--- src/rtl/apb_uart_pkg.sv ---
// -----------------------------------------------------------------------------
// apb_uart_pkg
//   Shared definitions for the APB initiator that drives the UART register
//   slave: FSM state encoding, default bus widths and the UART register map.
// -----------------------------------------------------------------------------
package apb_uart_pkg;

  // Default geometry: 8-bit registers, four register addresses.
  localparam int DEFAULT_BITWIDTH   = 8;
  localparam int DEFAULT_ADDR_WIDTH = 2;
  localparam int DEFAULT_TIMEOUT    = 16;

  // UART register map (subset the command source commonly targets).
  localparam logic [DEFAULT_ADDR_WIDTH-1:0] ADDR_BAUD   = 2'd0;
  localparam logic [DEFAULT_ADDR_WIDTH-1:0] ADDR_TXDATA = 2'd2;

  // APB transfer phases. Encoding 2'b11 is unused and recovers to IDLE.
  typedef enum logic [1:0] {
    IDLE   = 2'b00,
    SETUP  = 2'b01,
    ACCESS = 2'b10
  } apb_state_t;

endpackage : apb_uart_pkg

--- src/rtl/apb_wait_timer.sv ---
// -----------------------------------------------------------------------------
// apb_wait_timer
//   Counts ACCESS cycles spent waiting for P_READY. The count saturates at
//   TIMEOUT-1, which is the point where the master aborts the transfer, so it
//   never wraps regardless of how long enable stays high.
//
// Ports
//   pclk      in   APB clock, rising-edge state updates
//   presetn   in   asynchronous active-low reset
//   clear     in   load zero on the next edge (has priority over enable)
//   enable    in   advance the count by one on the next edge
//   terminal  out  count has reached TIMEOUT-1
// -----------------------------------------------------------------------------
module apb_wait_timer #(
  parameter int TIMEOUT = 16  // legal range 2..255
) (
  input  logic pclk,
  input  logic presetn,
  input  logic clear,
  input  logic enable,
  output logic terminal
);

  // ceil(log2(TIMEOUT)) bits are exactly enough to hold 0..TIMEOUT-1.
  localparam int CNT_W = (TIMEOUT > 1) ? $clog2(TIMEOUT) : 1;
  localparam logic [CNT_W-1:0] LAST = CNT_W'(TIMEOUT - 1);

  logic [CNT_W-1:0] count;

  assign terminal = (count == LAST);

  // NOTE: sequential state uses non-blocking assignments so every register
  // samples pre-edge values; blocking here would create order-dependent logic.
  always_ff @(posedge pclk or negedge presetn) begin
    if (!presetn) begin
      count <= '0;
    end else if (clear) begin
      count <= '0;
    end else if (enable && !terminal) begin
      count <= count + 1'b1;
    end
  end

endmodule : apb_wait_timer

--- src/rtl/apb_uart_master.sv ---
// -----------------------------------------------------------------------------
// apb_uart_master
//   Converts one command from a valid/ready command port into one APB
//   transfer (IDLE -> SETUP -> ACCESS) toward the UART register slave, and
//   returns a single-cycle response carrying read data or a timeout error.
//   Bus outputs change on rising pclk; the slave samples them on falling pclk.
//
// Ports
//   pclk, presetn               APB clock, asynchronous active-low reset
//   cmd_valid/cmd_ready         command handshake (accepted only in IDLE)
//   cmd_write/addr/wdata        command fields, sampled at the handshake edge
//   resp_valid                  one-cycle pulse when a transfer ends
//   resp_rdata                  last read data, held between responses
//   resp_err                    1 = slave stalled TIMEOUT cycles, transfer aborted
//   psel/penable/pwrite         APB control
//   P_ADDR/PW_DATA              APB address / write data (held in IDLE)
//   Pr_data/P_READY             APB read data / ready from the slave
// -----------------------------------------------------------------------------
module apb_uart_master
  import apb_uart_pkg::*;
#(
  parameter int BITWIDTH   = DEFAULT_BITWIDTH,
  parameter int ADDR_WIDTH = DEFAULT_ADDR_WIDTH,
  parameter int TIMEOUT    = DEFAULT_TIMEOUT     // legal range 2..255
) (
  input  logic                  pclk,
  input  logic                  presetn,
  // command side
  input  logic                  cmd_valid,
  output logic                  cmd_ready,
  input  logic                  cmd_write,
  input  logic [ADDR_WIDTH-1:0] cmd_addr,
  input  logic [BITWIDTH-1:0]   cmd_wdata,
  // response side
  output logic                  resp_valid,
  output logic [BITWIDTH-1:0]   resp_rdata,
  output logic                  resp_err,
  // APB side
  output logic                  psel,
  output logic                  penable,
  output logic                  pwrite,
  output logic [ADDR_WIDTH-1:0] P_ADDR,
  output logic [BITWIDTH-1:0]   PW_DATA,
  input  logic [BITWIDTH-1:0]   Pr_data,
  input  logic                  P_READY
);

  apb_state_t state, state_next;

  logic handshake;     // command accepted this cycle
  logic finish_ok;     // slave completed the ACCESS phase
  logic finish_abort;  // wait budget exhausted with P_READY still low
  logic timer_clear;
  logic timer_enable;
  logic timer_done;

  // ---------------------------------------------------------------------------
  // Wait timer: cleared while in SETUP so ACCESS always starts from zero,
  // advanced on every ACCESS edge that sees P_READY low.
  // ---------------------------------------------------------------------------
  apb_wait_timer #(
    .TIMEOUT (TIMEOUT)
  ) u_wait_timer (
    .pclk     (pclk),
    .presetn  (presetn),
    .clear    (timer_clear),
    .enable   (timer_enable),
    .terminal (timer_done)
  );

  // ---------------------------------------------------------------------------
  // FSM: state register
  // ---------------------------------------------------------------------------
  always_ff @(posedge pclk or negedge presetn) begin
    if (!presetn) begin
      state <= IDLE;
    end else begin
      state <= state_next;
    end
  end

  // ---------------------------------------------------------------------------
  // FSM: next-state logic
  // ---------------------------------------------------------------------------
  // NOTE: every variable written in an always_comb gets a default first, so no
  // path through the case can leave it unassigned and infer a latch.
  always_comb begin
    state_next = state;
    unique case (state)
      IDLE:    if (cmd_valid)                state_next = SETUP;
      SETUP:                                 state_next = ACCESS;
      ACCESS:  if (P_READY || timer_done)    state_next = IDLE;
      default:                               state_next = IDLE;
    endcase
  end

  // ---------------------------------------------------------------------------
  // FSM: output / strobe decode
  // ---------------------------------------------------------------------------
  always_comb begin
    // cmd_ready is gated by presetn so it drops the instant reset asserts,
    // without waiting for the state register to be observed.
    cmd_ready    = presetn && (state == IDLE);
    handshake    = cmd_valid && cmd_ready;
    finish_ok    = (state == ACCESS) && P_READY;
    finish_abort = (state == ACCESS) && !P_READY && timer_done;
    timer_clear  = (state == SETUP);
    timer_enable = (state == ACCESS) && !P_READY;
  end

  // ---------------------------------------------------------------------------
  // Datapath and registered bus/response outputs.
  // pwrite/P_ADDR/PW_DATA keep their last values in IDLE; only psel/penable
  // return to zero. resp_rdata only changes on a successful read.
  // ---------------------------------------------------------------------------
  always_ff @(posedge pclk or negedge presetn) begin
    if (!presetn) begin
      psel       <= 1'b0;
      penable    <= 1'b0;
      pwrite     <= 1'b0;
      P_ADDR     <= '0;
      PW_DATA    <= '0;
      resp_valid <= 1'b0;
      resp_rdata <= '0;
      resp_err   <= 1'b0;
    end else begin
      resp_valid <= 1'b0;

      if (handshake) begin
        pwrite  <= cmd_write;
        P_ADDR  <= cmd_addr;
        PW_DATA <= cmd_wdata;
        psel    <= 1'b1;
        penable <= 1'b0;
      end

      if (state == SETUP) begin
        penable <= 1'b1;
      end

      if (finish_ok) begin
        if (!pwrite) begin
          resp_rdata <= Pr_data;
        end
        resp_valid <= 1'b1;
        resp_err   <= 1'b0;
        psel       <= 1'b0;
        penable    <= 1'b0;
      end else if (finish_abort) begin
        resp_valid <= 1'b1;
        resp_err   <= 1'b1;
        psel       <= 1'b0;
        penable    <= 1'b0;
      end
    end
  end

endmodule : apb_uart_master

--- config.mk ---
export PLATFORM = sky130hd
export DESIGN_NAME = apb_uart_master
export DESIGN_NICKNAME = d
export VERILOG_FILES = /design/src/rtl/apb_uart_pkg.sv /design/src/rtl/apb_wait_timer.sv /design/src/rtl/apb_uart_master.sv
export SDC_FILE = /design/constraint.sdc
export NUM_CORES = 1
export LEC_CHECK = 0
export BUFFER_PORTS_ARGS = -buffer_cell sky130_fd_sc_hd__buf_2
export CAP_MARGIN = 10
export CORE_ASPECT_RATIO = 0.6
export CORE_MARGIN = 4
export CORE_UTILIZATION = 42
export DETAILED_ROUTE_END_ITERATION = 12
export GPL_TIMING_DRIVEN = 1
export PLACE_DENSITY = 0.75
export SLEW_MARGIN = 20
export SYNTH_ARGS = -nofsm -noshare
export SYNTH_HDL_FRONTEND = slang
export SYNTH_SLANG_ARGS = --single-unit
--- constraint.sdc ---
create_clock -name pclk -period 1.62 [get_ports pclk]
set_clock_uncertainty 0.2 [all_clocks]
set_input_delay 0.081 -clock pclk [delete_from_list [all_inputs] [get_ports pclk]]
set_output_delay 0.081 -clock pclk [all_outputs]
set_load 0.05 [all_outputs]
=== Yosys cells after proc, flatten, opt, wreduce, memory -nomap -nowiden ===
Index checks and enable logic that the tools add are counted.

* Flip-flop bits (word level): 29
* Input port bits: 23
* Output and inout bits: 24

* $add $sub $neg: 1
* Equality and inequality tests: 5
* Mux-type cells: 16
* Bitwise gates (word level): 1
* Reduce and logical (&&, ||, !) cells: 16

{| class="wikitable"
|+ Operators by type and width
! cell !! count
|-
| $mux 1 || 11
|-
| $mux 4 || 2
|-
| $logic_and 1x1->1 || 6
|-
| $pmux 2 s3 || 1
|-
| $add 4x1->4 const B || 1
|-
| $eq 4x4->1 const B || 1
|-
| $mux 2 || 2
|-
| $ne 2x2->1 const B || 2
|-
| $reduce_and 2->1 || 2
|-
| $reduce_bool 2->1 || 2
|-
| $reduce_bool 4->1 || 1
|-
| $reduce_bool 3->1 || 1
|-
| $eq 2x1->1 const B || 1
|-
| $eq 2x2->1 const B || 1
|-
| $logic_not 1->1 || 2
|-
| $logic_not 2->1 || 1
|-
| $logic_or 1x1->1 || 1
|-
| $not 1->1 || 1
|}

=== Logic depth before layout (Yosys ltp) ===
Gate-level depths: netlist of run 1.

* Depth in word-level cells: 7
* Gate-level depth with buffers: 4
* Mapped depth without buffers: 4

=== Modules after synthesis ===
A second synthesis of run 1 with hierarchy kept.

* Cell total of the unflattened synthesis: 85
* Area total of the unflattened synthesis: 1255.0 um2

{| class="wikitable"
|+ By module, submodules not included
! module !! times used !! cells an instance !! area an instance (um2) !! seq. area each (um2)
|-
| apb_uart_master || 1 || 65 || 1026.0 || 625.6
|-
| apb_wait_timer || 1 || 20 || 229.0 || 100.1
|}

=== Least setup slack after synthesis of run 1 ===
No wires, ideal clock.

* Path kind: register to output
* From: register state[0]
* To: output port cmd_ready
* Data arrival time: 1.593 ns
* Required time: 1.339 ns
* Setup slack: -0.254 ns
* Cell stages (with the launch flop): 2
* Buffers on the path: 0
* Cells stage by stage: dfrtp_1 nor3b_1

* Longest elaborated chain between the ends: 2

{| class="wikitable"
|+ RTL lines
! item !! RTL line !! text
|-
| start, declared || apb_uart_master.sv:48 || <nowiki>apb_state_t state, state_next;</nowiki>
|-
| start signal, assigned || apb_uart_master.sv:78 || <nowiki>state <= state_next;</nowiki>
|-
| $logic_not 2->1 || apb_uart_master.sv:103 || <nowiki>cmd_ready = presetn && (state == IDLE);</nowiki>
|-
| $logic_and 1x1->1 || apb_uart_master.sv:103 ||
|-
| end, declared || apb_uart_master.sv:30 || <nowiki>output logic cmd_ready,</nowiki>
|}

Every way passes these cells.

=== Worst setup path after layout of run 1 ===
* From: register state[0]
* To: register resp_rdata[7]

* Longest elaborated chain between the ends: 3

{| class="wikitable"
|+ RTL lines
! item !! RTL line !! text
|-
| $eq 2x2->1 || apb_uart_master.sv:105 || <nowiki>finish_ok = (state == ACCESS) && P_READY;</nowiki>
|-
| $logic_and 1x1->1 || apb_uart_master.sv:105 ||
|-
| $reduce_and 2->1 (no source line) || -- ||
|-
| end signal, assigned || apb_uart_master.sv:143 || <nowiki>resp_rdata <= Pr_data;</nowiki>
|-
| end, declared || apb_uart_master.sv:36 || <nowiki>output logic [BITWIDTH-1:0] resp_rdata,</nowiki>
|}

Every way passes these cells.
A chain may end at the register's enable or synchronous reset.

==> results of run 1 <==
==> path summary, 6_finish.rpt <==
path / depth (start not counted) / startpoint / endpoint
worst min-delay path: 3 / P_READY / state[1]$_DFFE_PN0P_
worst max-delay path: 4 / state[0]$_DFFE_PN0P_ / resp_rdata[7]$_DFFE_PN0P_
worst min register to register: 1 / PW_DATA[2]$_DFFE_PN0P_ / PW_DATA[2]$_DFFE_PN0P_
worst max register to register: 4 / state[0]$_DFFE_PN0P_ / resp_rdata[7]$_DFFE_PN0P_
min in group asynchronous: 3 / presetn / state[0]$_DFFE_PN0P_
max in group asynchronous: 3 / presetn / state[1]$_DFFE_PN0P_
==> registers in the layout (all words and copies together), names as in the netlist, 2 cells and up <==
name                cells
u_wait_timer.count      4
P_ADDR                  2
resp_rdata              8
PW_DATA                 8
state                   2
==> worst max-delay path, stage by stage, from the launching register on <==
cell     delay [ps]
dfrtp_2         440
and2b_1         230
nor3b_4         190
buf_6           180
mux2_4          310
==> area by class of cell <==
| type | instances | share of cell area, % |
|---|---|---|
| well taps | 32 | 2.14 |
| inverters | 2 | 0.402 |
| repair buffers | 78 | 29.4 |
| flip-flops and latches | 29 | 39.0 |
| clock inverters | 2 | 0.536 |
| clock buffers | 6 | 3.89 |
| multi-input cells | 48 | 24.7 |
==> per-stage QoR <==
step	power [mW]	hold WS, ps
final	4.01	20.9
after global routing	4.20	47.2
after CTS	3.99	56.9
after detailed placement	3.25	-67.9
after global placement	3.18	-77.6
after floorplan	2.68	-415
==> cells in the final DEF, fill, tap and decap left out, types with 5 or more instances in the layout <==
| cell type | count |
|---|---|
| mux2_2 | 11 |
| buf_4 | 8 |
| clkbuf_8 | 5 |
| mux2_4 | 8 |
| dfrtp_1 | 27 |
| buf_2 | 45 |
| dlygate4sd3_1 | 22 |
==> cells in the mapped netlist <==
| cell type | count | area [um2] |
|---|---|---|
| a211oi_1 | 1 | 7.51 |
| a21oi_1 | 2 | 10.0 |
| a31oi_1 | 1 | 6.26 |
| and2b_1 | 1 | 7.51 |
| and3_1 | 1 | 6.26 |
| and4bb_2 | 1 | 12.5 |
| buf_2 | 1 | 5.00 |
| dfrtp_1 | 29 | 726 |
| ha_1 | 1 | 12.5 |
| inv_1 | 2 | 7.51 |
| mux2_2 | 19 | 214 |
| mux2i_1 | 1 | 10.0 |
| nand2_1 | 2 | 7.51 |
| nand2b_1 | 2 | 12.5 |
| nand3_1 | 1 | 5.00 |
| nor2_1 | 2 | 7.51 |
| nor3_1 | 1 | 5.00 |
| nor3b_1 | 2 | 15.0 |
| nor3b_4 | 1 | 18.8 |
| o211ai_1 | 1 | 7.51 |
| o21a_1 | 1 | 7.51 |
| o21ai_0 | 3 | 15.0 |
| o311ai_0 | 1 | 8.76 |
| o31ai_1 | 1 | 7.51 |
| or2_1 | 1 | 6.26 |
| or3b_4 | 1 | 11.3 |
==> cell families after synthesis <==
kind of cell / after synthesis
compound gates: 11
fa+ha+maj: 1
buf+inv: 3
flops: 29
mux: 20
simple gates: 16
==> per-layer routing <==
layer | GRT usage, % | vias to the layer above
met5 | 0 | -
met4 | 7.27 | 0
met3 | 7.44 | 6
met1 | 24.2 | 471
li1 | - | 460
met2 | 31.8 | 45
==> timing repair <==
item | 4_1_cts | 5_1_grt
hold buffers | 22 | 0
setup buffers | 2 | 0
pin swaps | 3 | 1
endpoints found under the hold margin | 52 | 0
resized for setup | 10 | 9
endpoints found under the setup margin | 10 | 23
==> report_power, final <==
group | internal [mW] | switching, mW | total (mW)
sequential | 1.05 | 0.213 | 1.26
clock | 0.297 | 0.277 | 0.574
combinational | 0.740 | 1.43 | 2.17
==> reports/results.tsv, run 1 <==
metric	value	unit
syn_nets	104	
fmax	597	MHz
timing_worst_setup_path_type	register to register	
setup_slack	-54.7	ps
place_area	1500	um2
synth_seq_cells	29	
io_buffers	46	
root_buffer	clkbuf_8	
grt_pass1_wl	5420	um
muxShareOfSynthArea	19.3	%
start_kind	register	
syn2layout_area_growth	60.9	%
track_usage	19.9	%
grt_max_degree	30	
synth-simple-area-share	9.92	%
clk_pin_slew	60	ps
drtIter0Drc	37	
dp_cells	165	
finalCritPeriodShare	103	%
drive_gt1_share	54.5	%
stdcell_count	197	
rsz0062_at_grt	yes	
setup_viol	8	
cp.required	1590	ps
antenna_found_initial	0	
max-vdd-ir-drop	1.53	mV
drv_slew	0	
tightest_slew	371	ps
synth_top_family_by_area	multiplexers	
syn_avg_cell_area	14.5	um2
violations	negative setup slack	
slew_headroom	75.3	%
r2r_setup_slack	-50	ps
static-leakage-power	0.910	nW
dr.pass1.iters	4	
cts_sinks	29	
synth_compound_area_share	6.04	%
cp_max_fo	8	
synth_warnings	0	
seq_area_frac_synth	62.6	%
ant_nets	0	
p_per_area	2150	nW/um2
cts_tree	yes	
wl_met1	1330	um
fin_util	72.5	%
wl_met3	298	um
netlist_area	1160	um2
wl_met2	1500	um
synth-xor-area-share	0	%
start_util	45.0	%
dieWidth	75.8	um
routed_wirelength	3180	um
row_count	14	
die-area	3690	um2
grt-ovfl-total	0	
clk_latency	280	ps
dr_total_vias	982	
worstPathArrival	1640	ps
io_pins	47	
endpoint_kind	register	
wire_per_inst	16.1	um
final_nets	188	
seqCellArea	728	um2
route.detailed.drc	0	
top_layer_used	met4	
finalHoldViolCount	0	
hp-class	input pin to register	
pre_cts_ws	-74.8	ps
die_h	48.7	um
finalSetupTns	-398	ps
syn_inst	80	
stdcell_area	1870	um2
status	finished with violations	
nFillCells	179	
drt-vias-per-instance	4.98	
diodes	0	
min_period	1670	ps
maxCapViolCount	0	
gp_congestion	0.739	
core-area	2570	um2
synth_cell_types	26	
grt_pass1_vias	1095	
dp_hpwl	1990	um
multi_input_area	460	um2
clock_path_buffers	2	
cts_max_level	2	
synthAdderAreaFrac	1.08	%
numCtsBuffers	5	
Power figures use the tool's default switching activity.
==> inputs of run 2 (changes only) <==
--- a/config.mk
+++ b/config.mk
@@ -5,15 +5,17 @@
 export SDC_FILE = /design/constraint.sdc
 export NUM_CORES = 1
 export LEC_CHECK = 0
+export ABC_AREA = 1
 export BUFFER_PORTS_ARGS = -buffer_cell sky130_fd_sc_hd__buf_2
 export CAP_MARGIN = 10
 export CORE_ASPECT_RATIO = 0.6
 export CORE_MARGIN = 4
-export CORE_UTILIZATION = 42
+export CORE_UTILIZATION = 44
 export DETAILED_ROUTE_END_ITERATION = 12
 export GPL_TIMING_DRIVEN = 1
 export PLACE_DENSITY = 0.75
 export SLEW_MARGIN = 20
 export SYNTH_ARGS = -nofsm -noshare
 export SYNTH_HDL_FRONTEND = slang
+export SYNTH_HIERARCHICAL = 1
 export SYNTH_SLANG_ARGS = --single-unit
==> reports/results.tsv, run 2 <==
metric	value	unit	change
status	complete, no violations		was finished with violations
synth_top_area_cell	dfrtp_1		unchanged
finalSetupTns	0	ps	was -398 ps
worstPathArrival	1250	ps	was 1640 ps
tightest_slew	368	ps	was 371 ps
synth_warnings	6		was 0
cts_sinks	29		unchanged
path_cells	nor2_2, inv_1, nor2_1, clkbuf_4		was and2b_1, nor3b_4, buf_6, mux2_4
drt-vias-per-instance	4.50		was 4.98
stdcell_area	1930	um2	was 1870 um2
synth-simple-area-share	25.9	%	was 9.92%
clock_path_buffers	2		unchanged
synth_compound_area_share	8.71	%	was 6.04%
dp_cells	230		was 165
min_period	1530	ps	was 1670 ps
timing_worst_setup_path_type	register to output port		was register to register
gp_congestion	0.780		was 0.739
p_per_area	2050	nW/um2	was 2150 nW/um2
diodes	0		unchanged
grt_pass1_vias	1245		was 1095
synth-xor-area-share	0.663	%	was 0%
setup_viol	0		was 8
root_buffer	clkbuf_8		unchanged
max-vdd-ir-drop	1.14	mV	was 1.53 mV
die-area	3970	um2	was 3690 um2
muxShareOfSynthArea	0	%	was 19.3%
largestRegisters	PW_DATA (8), resp_rdata (8), u_wait_timer/count (4)		was PW_DATA (8), resp_rdata (8), u_wait_timer.count (4)
post_cts_buffers	0		was 2
numCtsBuffers	5		unchanged
finalCritPeriodShare	94.7	%	was 103%
drtIter0Drc	82		was 37
syn_avg_cell_area	9.24	um2	was 14.5 um2
io_pins	47		unchanged
synth_flop_cell	dfrtp_1		unchanged
dieWidth	78.7	um	was 75.8 um
wl_met3	172	um	was 298 um
drive_gt1_share	34.4	%	was 54.5%
synth.area.top_cells	dfrtp_1 (55%), nand2_1 (12%), o21ai_2 (7.3%)		was dfrtp_1 (63%), mux2_2 (18%), nor3b_4 (1.6%)
static-leakage-power	1.09	nW	was 0.910 nW
grt_pass1_wl	5550	um	was 5420 um
endpoint_kind	output port		was register
final_nets	241		was 188
maxCapViolCount	0		unchanged
rsz0062_at_grt	no		was yes
fmax	652	MHz	was 597 MHz
wl_met1	1380	um	was 1330 um
clk_latency	280	ps	about the same
top_layer_used	met4		unchanged
worst_path_max_delay_cell	dfrtp_1		was dfrtp_2
place_area	1590	um2	was 1500 um2
synth_cell_types	22		was 26
syn_inst	143		was 80
route.detailed.drc	0		unchanged
clk_pin_slew	70	ps	was 60 ps
dr_total_vias	1169		was 982
dp_hpwl	2150	um	was 1990 um
netlist_area	1320	um2	was 1160 um2
ys_top_cells_by_count	nand2_1 (43), dfrtp_1 (29), inv_1 (23)		was dfrtp_1 (29), mux2_2 (19), o21ai_0 (3)
synth_top_family_by_area	simple AND/OR/NAND/NOR gates		was multiplexers
io_buffers	46		unchanged
wire_per_inst	12.2	um	was 16.1 um
core-area	2870	um2	was 2570 um2
grt-ovfl-total	0		unchanged
yosysMostFrequentCell	nand2_1		was dfrtp_1
seq_area_frac_synth	54.9	%	was 62.6%
finalHoldViolCount	0		unchanged
die_h	50.4	um	was 48.7 um
r2r_setup_slack	100	ps	was -50 ps
syn2layout_area_growth	46.2	%	was 60.9%
track_usage	18.7	%	was 19.9%
hp-class	input pin to asynchronous set/reset pin		was input pin to register
synthArstFlopShare	100	%	unchanged
cts_tree	yes		unchanged
routed_wirelength	3170	um	was 3180 um
critPathTopFamily	flip-flops		unchanged
slew_headroom	75.5	%	was 75.3%
ant_nets	0		unchanged
antenna_found_initial	0		unchanged
cp.required	1340	ps	was 1590 ps
syn_nets	167		was 104
final_cell_mix	buf_2 (45), nand2_1 (43), dfrtp_1 (29), inv_1 (23), dlygate4sd3_1 (22)		was buf_2 (45), dfrtp_1 (27), dlygate4sd3_1 (22), mux2_2 (11)
mostFrequentLayoutCell	buf_2		unchanged
stdcell_count	260		was 197
start_util	46.0	%	was 45.0%
wl_met2	1510	um	was 1500 um
path_buf_inv	2		was 1
cp_max_fo	3		was 8
synth_edf_count	0		unchanged
synthAdderAreaFrac	0.947	%	was 1.08%
grt_max_degree	30		unchanged
synth_seq_cells	29		unchanged
dr.pass1.iters	5		was 4
cts_max_level	2		unchanged
drv_slew	0		unchanged
yosys.area.top_type_share	54.9	%	was 62.6%
critPathMaxStageDelay	400	ps	was 440 ps
row_count	15		was 14
start_kind	register		unchanged
## run 2: worst paths after layout
check | from | depth (start not counted) | endpoint
max | state[0]$_DFFE_PN0P_ | 4 | cmd_ready
min | presetn | 3 | resp_rdata[2]$_DFFE_PN0P_
max reg2reg | state[0]$_DFFE_PN0P_ | 8 | u_wait_timer/count[3]$_DFFE_PN0P_
min reg2reg | resp_err$_DFFE_PN0P_ | 2 | resp_err$_DFFE_PN0P_
max in group asynchronous | presetn | 3 | resp_valid$_DFF_PN0_
min in group pclk | resp_err$_DFFE_PN0P_ | 2 | resp_err$_DFFE_PN0P_
## run 2: metrics by stage
step | power, mW | hold WS [ps] | util, % | setup slack, ps
6_report | 3.96 | 232 | 67.3 | 85.2
5_1_grt | 4.19 | 277 | 67.3 | 5.72
4_1_cts | 3.98 | 243 | 67.2 | 31.2
3_5_place_dp | 3.14 | -1.41 | 55.3 | 120
3_3_place_gp | 3.09 | 3.47 | 55.3 | 131
2_1_floorplan | 2.71 | -415 | - | 79.5
## run 2: power by group
| group | switching (mW) | internal [mW] | leakage (nW) |
|---|---|---|---|
| logic | 1.49 | 0.480 | 0.670 |
| clock network | 0.279 | 0.499 | 0.0574 |
| registers | 0.187 | 1.02 | 0.368 |
| total | 1.96 | 2.00 | 1.09 |
## run 2: cell type report
| type | count | area [um2] |
|---|---|---|
| Inverter | 25 | 93.8 |
| Tap cell | 42 | 52.6 |
| Timing Repair Buffer | 69 | 460 |
| Sequential cell | 29 | 726 |
| Fill cell | 227 | 940 |
| Clock buffer | 6 | 82.6 |
| Multi-Input combinational cell | 87 | 479 |
| Clock inverter | 2 | 37.5 |
## run 2: timing repair
item | CTS | global route
endpoints found under the setup margin | 0 | 3
endpoints found under the hold margin | 52 | 0
resized for setup | 0 | 2
hold buffers | 22 | 0
## run 2: kinds of logic after synthesis
logic type,count (synthesis)
compound gates,14
xor+xnor,1
fa+ha+maj,1
buf+inv,27
flops,29
simple gates,71
## run 2: worst min-delay path, delay by kind of cell
| family | cells | cell delay (ps) |
|---|---|---|
| buffers and inverters | 3 | 1040 |
## run 2: routing by layer
layer	track usage [%]	vias to the layer above
met1	21.8	531
li1	-	588
met4	11.9	0
met3	5.56	11
met2	30.3	39
met5	0	-
==> inputs of run 3 (changes only) <==
==> constraint.sdc (replaced) <==
create_clock -name pclk -period 1.62 [get_ports pclk]
set_clock_uncertainty 0.2 [all_clocks]
set_input_delay 0.081 -clock pclk [delete_from_list [all_inputs] [get_ports pclk]]
set_output_delay 0.081 -clock pclk [all_outputs]
set_load 0.01 [all_outputs]
==> reports/results.tsv, run 3 (same netlist as run 2, synthesis figures left out) <==
metric	value	unit	change
status	complete, no violations		unchanged
routed_wirelength	3370	um	was 3170 um
static-leakage-power	1.09	nW	about the same
hold-worst-slack	242	ps	was 232 ps
nFillCells	228		was 227
worstPathArrival	1540	ps	was 1250 ps
setup_viol	0		unchanged
drv_slew	0		unchanged
grt_pass1_wl	5840	um	was 5550 um
track_usage	19.9	%	was 18.7%
cp_max_fo	5		was 3
critPathTopFamily	flip-flops		unchanged
ff2ff_path_depth	6		was 8
die-area	3970	um2	unchanged
crit_start	u_wait_timer/count[0]$_DFFE_PN0P_		was state[0]$_DFFE_PN0P_
timing_worst_setup_path_type	register to register		was register to output port
dp_cells	230		unchanged
critPathMaxStageDelay	420	ps	was 400 ps
cts_max_level	2		unchanged
place_area	1590	um2	unchanged
numCtsBuffers	5		unchanged
slew_headroom	77.6	%	was 75.5%
hp-class	input pin to asynchronous set/reset pin		unchanged
max-vdd-ir-drop	0.775	mV	was 1.14 mV
ant_nets	0		unchanged
path_cells	ha_1, nand3_1, inv_1, o21ai_1, nand3_2, nand2_1		was nor2_2, inv_1, nor2_1, clkbuf_4
final_nets	242		was 241
mostFrequentLayoutCell	buf_2		unchanged
largestRegisters	PW_DATA (8), resp_rdata (8), u_wait_timer/count (4)		unchanged
cp.required	1640	ps	was 1340 ps
row_count	15		unchanged
rsz0062_at_grt	yes		was no
path_buf_inv	1		was 2
cts_sinks	29		unchanged
tightest_slew	337	ps	was 368 ps
fmax	658	MHz	was 652 MHz
finalSetupTns	0	ps	unchanged
stdcell_area	1910	um2	was 1930 um2
r2r_end	penable$_DFFE_PN0P_		was u_wait_timer/count[3]$_DFFE_PN0P_
clock_path_buffers	2		unchanged
finalHoldViolCount	0		unchanged
die_h	50.4	um	unchanged
core-area	2870	um2	unchanged
min_period	1520	ps	was 1530 ps
drt-vias-per-instance	4.61		was 4.50
maxCapViolCount	0		unchanged
wire_per_inst	12.9	um	was 12.2 um
start_util	46.0	%	unchanged
worst_path_max_delay_cell	dfrtp_1		unchanged
stdcell_count	261		was 260
io_pins	47		unchanged
clk_latency	280	ps	about the same
route.detailed.drc	0		unchanged
p_per_area	1550	nW/um2	was 2050 nW/um2
io_buffers	46		unchanged
grt-ovfl-total	0		unchanged
drive_gt1_share	34.7	%	was 34.4%
dp_hpwl	2210	um	was 2150 um
gp_congestion	0.713		was 0.780
final_cell_mix	buf_2 (46), nand2_1 (43), dfrtp_1 (29), inv_1 (23), dlygate4sd3_1 (23)		was buf_2 (45), nand2_1 (43), dfrtp_1 (29), inv_1 (23), dlygate4sd3_1 (22)
grt_max_degree	26		was 30
cts_tree	yes		unchanged
cp_num_cells	6		was 4
syn2layout_area_growth	44.4	%	was 46.2%
diodes	0		unchanged
grt_pass1_vias	1275		was 1245
dieWidth	78.7	um	unchanged
endpoint_kind	register		was output port
clk_pin_slew	60	ps	was 70 ps
root_buffer	clkbuf_8		unchanged
dr.pass1.iters	4		was 5
r2r-start	u_wait_timer/count[0]$_DFFE_PN0P_		was state[0]$_DFFE_PN0P_
antenna_found_initial	0		unchanged
critical_path.endpoint	penable$_DFFE_PN0P_		was cmd_ready
finalCritPeriodShare	93.8	%	was 94.7%
drtIter0Drc	54		was 82
dr_total_vias	1202		was 1169
start_kind	register		unchanged
r2r_setup_slack	100	ps	about the same
==> run 3: changes by cell type in the layout (fill, tap and decap cells not counted), sizes merged <==
cell	change
clkinv	+2
buf	+1
bufinv	-1
clkbuf	-1
clkinvlp	-1
dlygate4sd3	+1
==> run 3: area by class of cell <==
class / count / area [um2] / area share, %
clock buffers: 6 / 72.6 / 3.80
clock inverters: 2 / 10.0 / 0.525
multi-input cells: 87 / 485 / 25.4
inverters: 25 / 93.8 / 4.92
well taps: 42 / 52.6 / 2.75
repair buffers: 70 / 468 / 24.5
flip-flops and latches: 29 / 726 / 38.0
==> run 3: worst min-delay path by stage <==
stage,from,to,slack (ps),cells after the start
floorplan,presetn,PW_DATA[0]$_DFFE_PN0P_,-410,0
global placement,presetn,state[1]$_DFFE_PN0P_,-280,1
detailed placement,presetn,state[1]$_DFFE_PN0P_,-270,1
CTS,presetn,u_wait_timer/count[2]$_DFFE_PN0P_,250,3
global route,presetn,u_wait_timer/count[1]$_DFFE_PN0P_,270,3
finish,presetn,u_wait_timer/count[2]$_DFFE_PN0P_,240,3
==> run 3: per-layer routing <==
layer / vias to the layer above / GRT usage (%) / part of all wire, %
li1: 588 / - / -
met1: 564 / 23.4 / 43
met2: 42 / 31.7 / 49
met3: 8 / 8.60 / 5.8
met4: 0 / 8.72 / 2.2
met5: - / 0 / 0
==> run 3: metrics by stage <==
step	setup slack, ps	utilization, %	power [mW]
2_1_floorplan	249	-	1.92
3_3_place_gp	110	55.3	2.30
3_5_place_dp	75.4	55.3	2.36
4_1_cts	39.9	66.2	2.98
5_1_grt	-21.9	66.4	3.21
6_report	99.8	66.4	2.97
==> run 3: power by group <==
| part | switching, mW | internal, mW | total, mW |
|---|---|---|---|
| combinational | 0.702 | 0.475 | 1.18 |
| clock | 0.264 | 0.297 | 0.561 |
| sequential | 0.207 | 1.02 | 1.23 |
| total | 1.17 | 1.79 | 2.97 |
==> run 3: what timing repair did <==
item                                    CTS  global route
hold buffers                             23             0
endpoints found under the setup margin    0             5
endpoints found under the hold margin    51             0
setup buffers                             0             0
resized for setup                         0             3
==> run 3: worst reg2reg max path: stages (launching register included) <==
cell and delay (ps):
dfrtp_1 420, ha_1 240, nand3_1 100, inv_1 80, o21ai_1 250, nand3_2 100, nand2_1 70
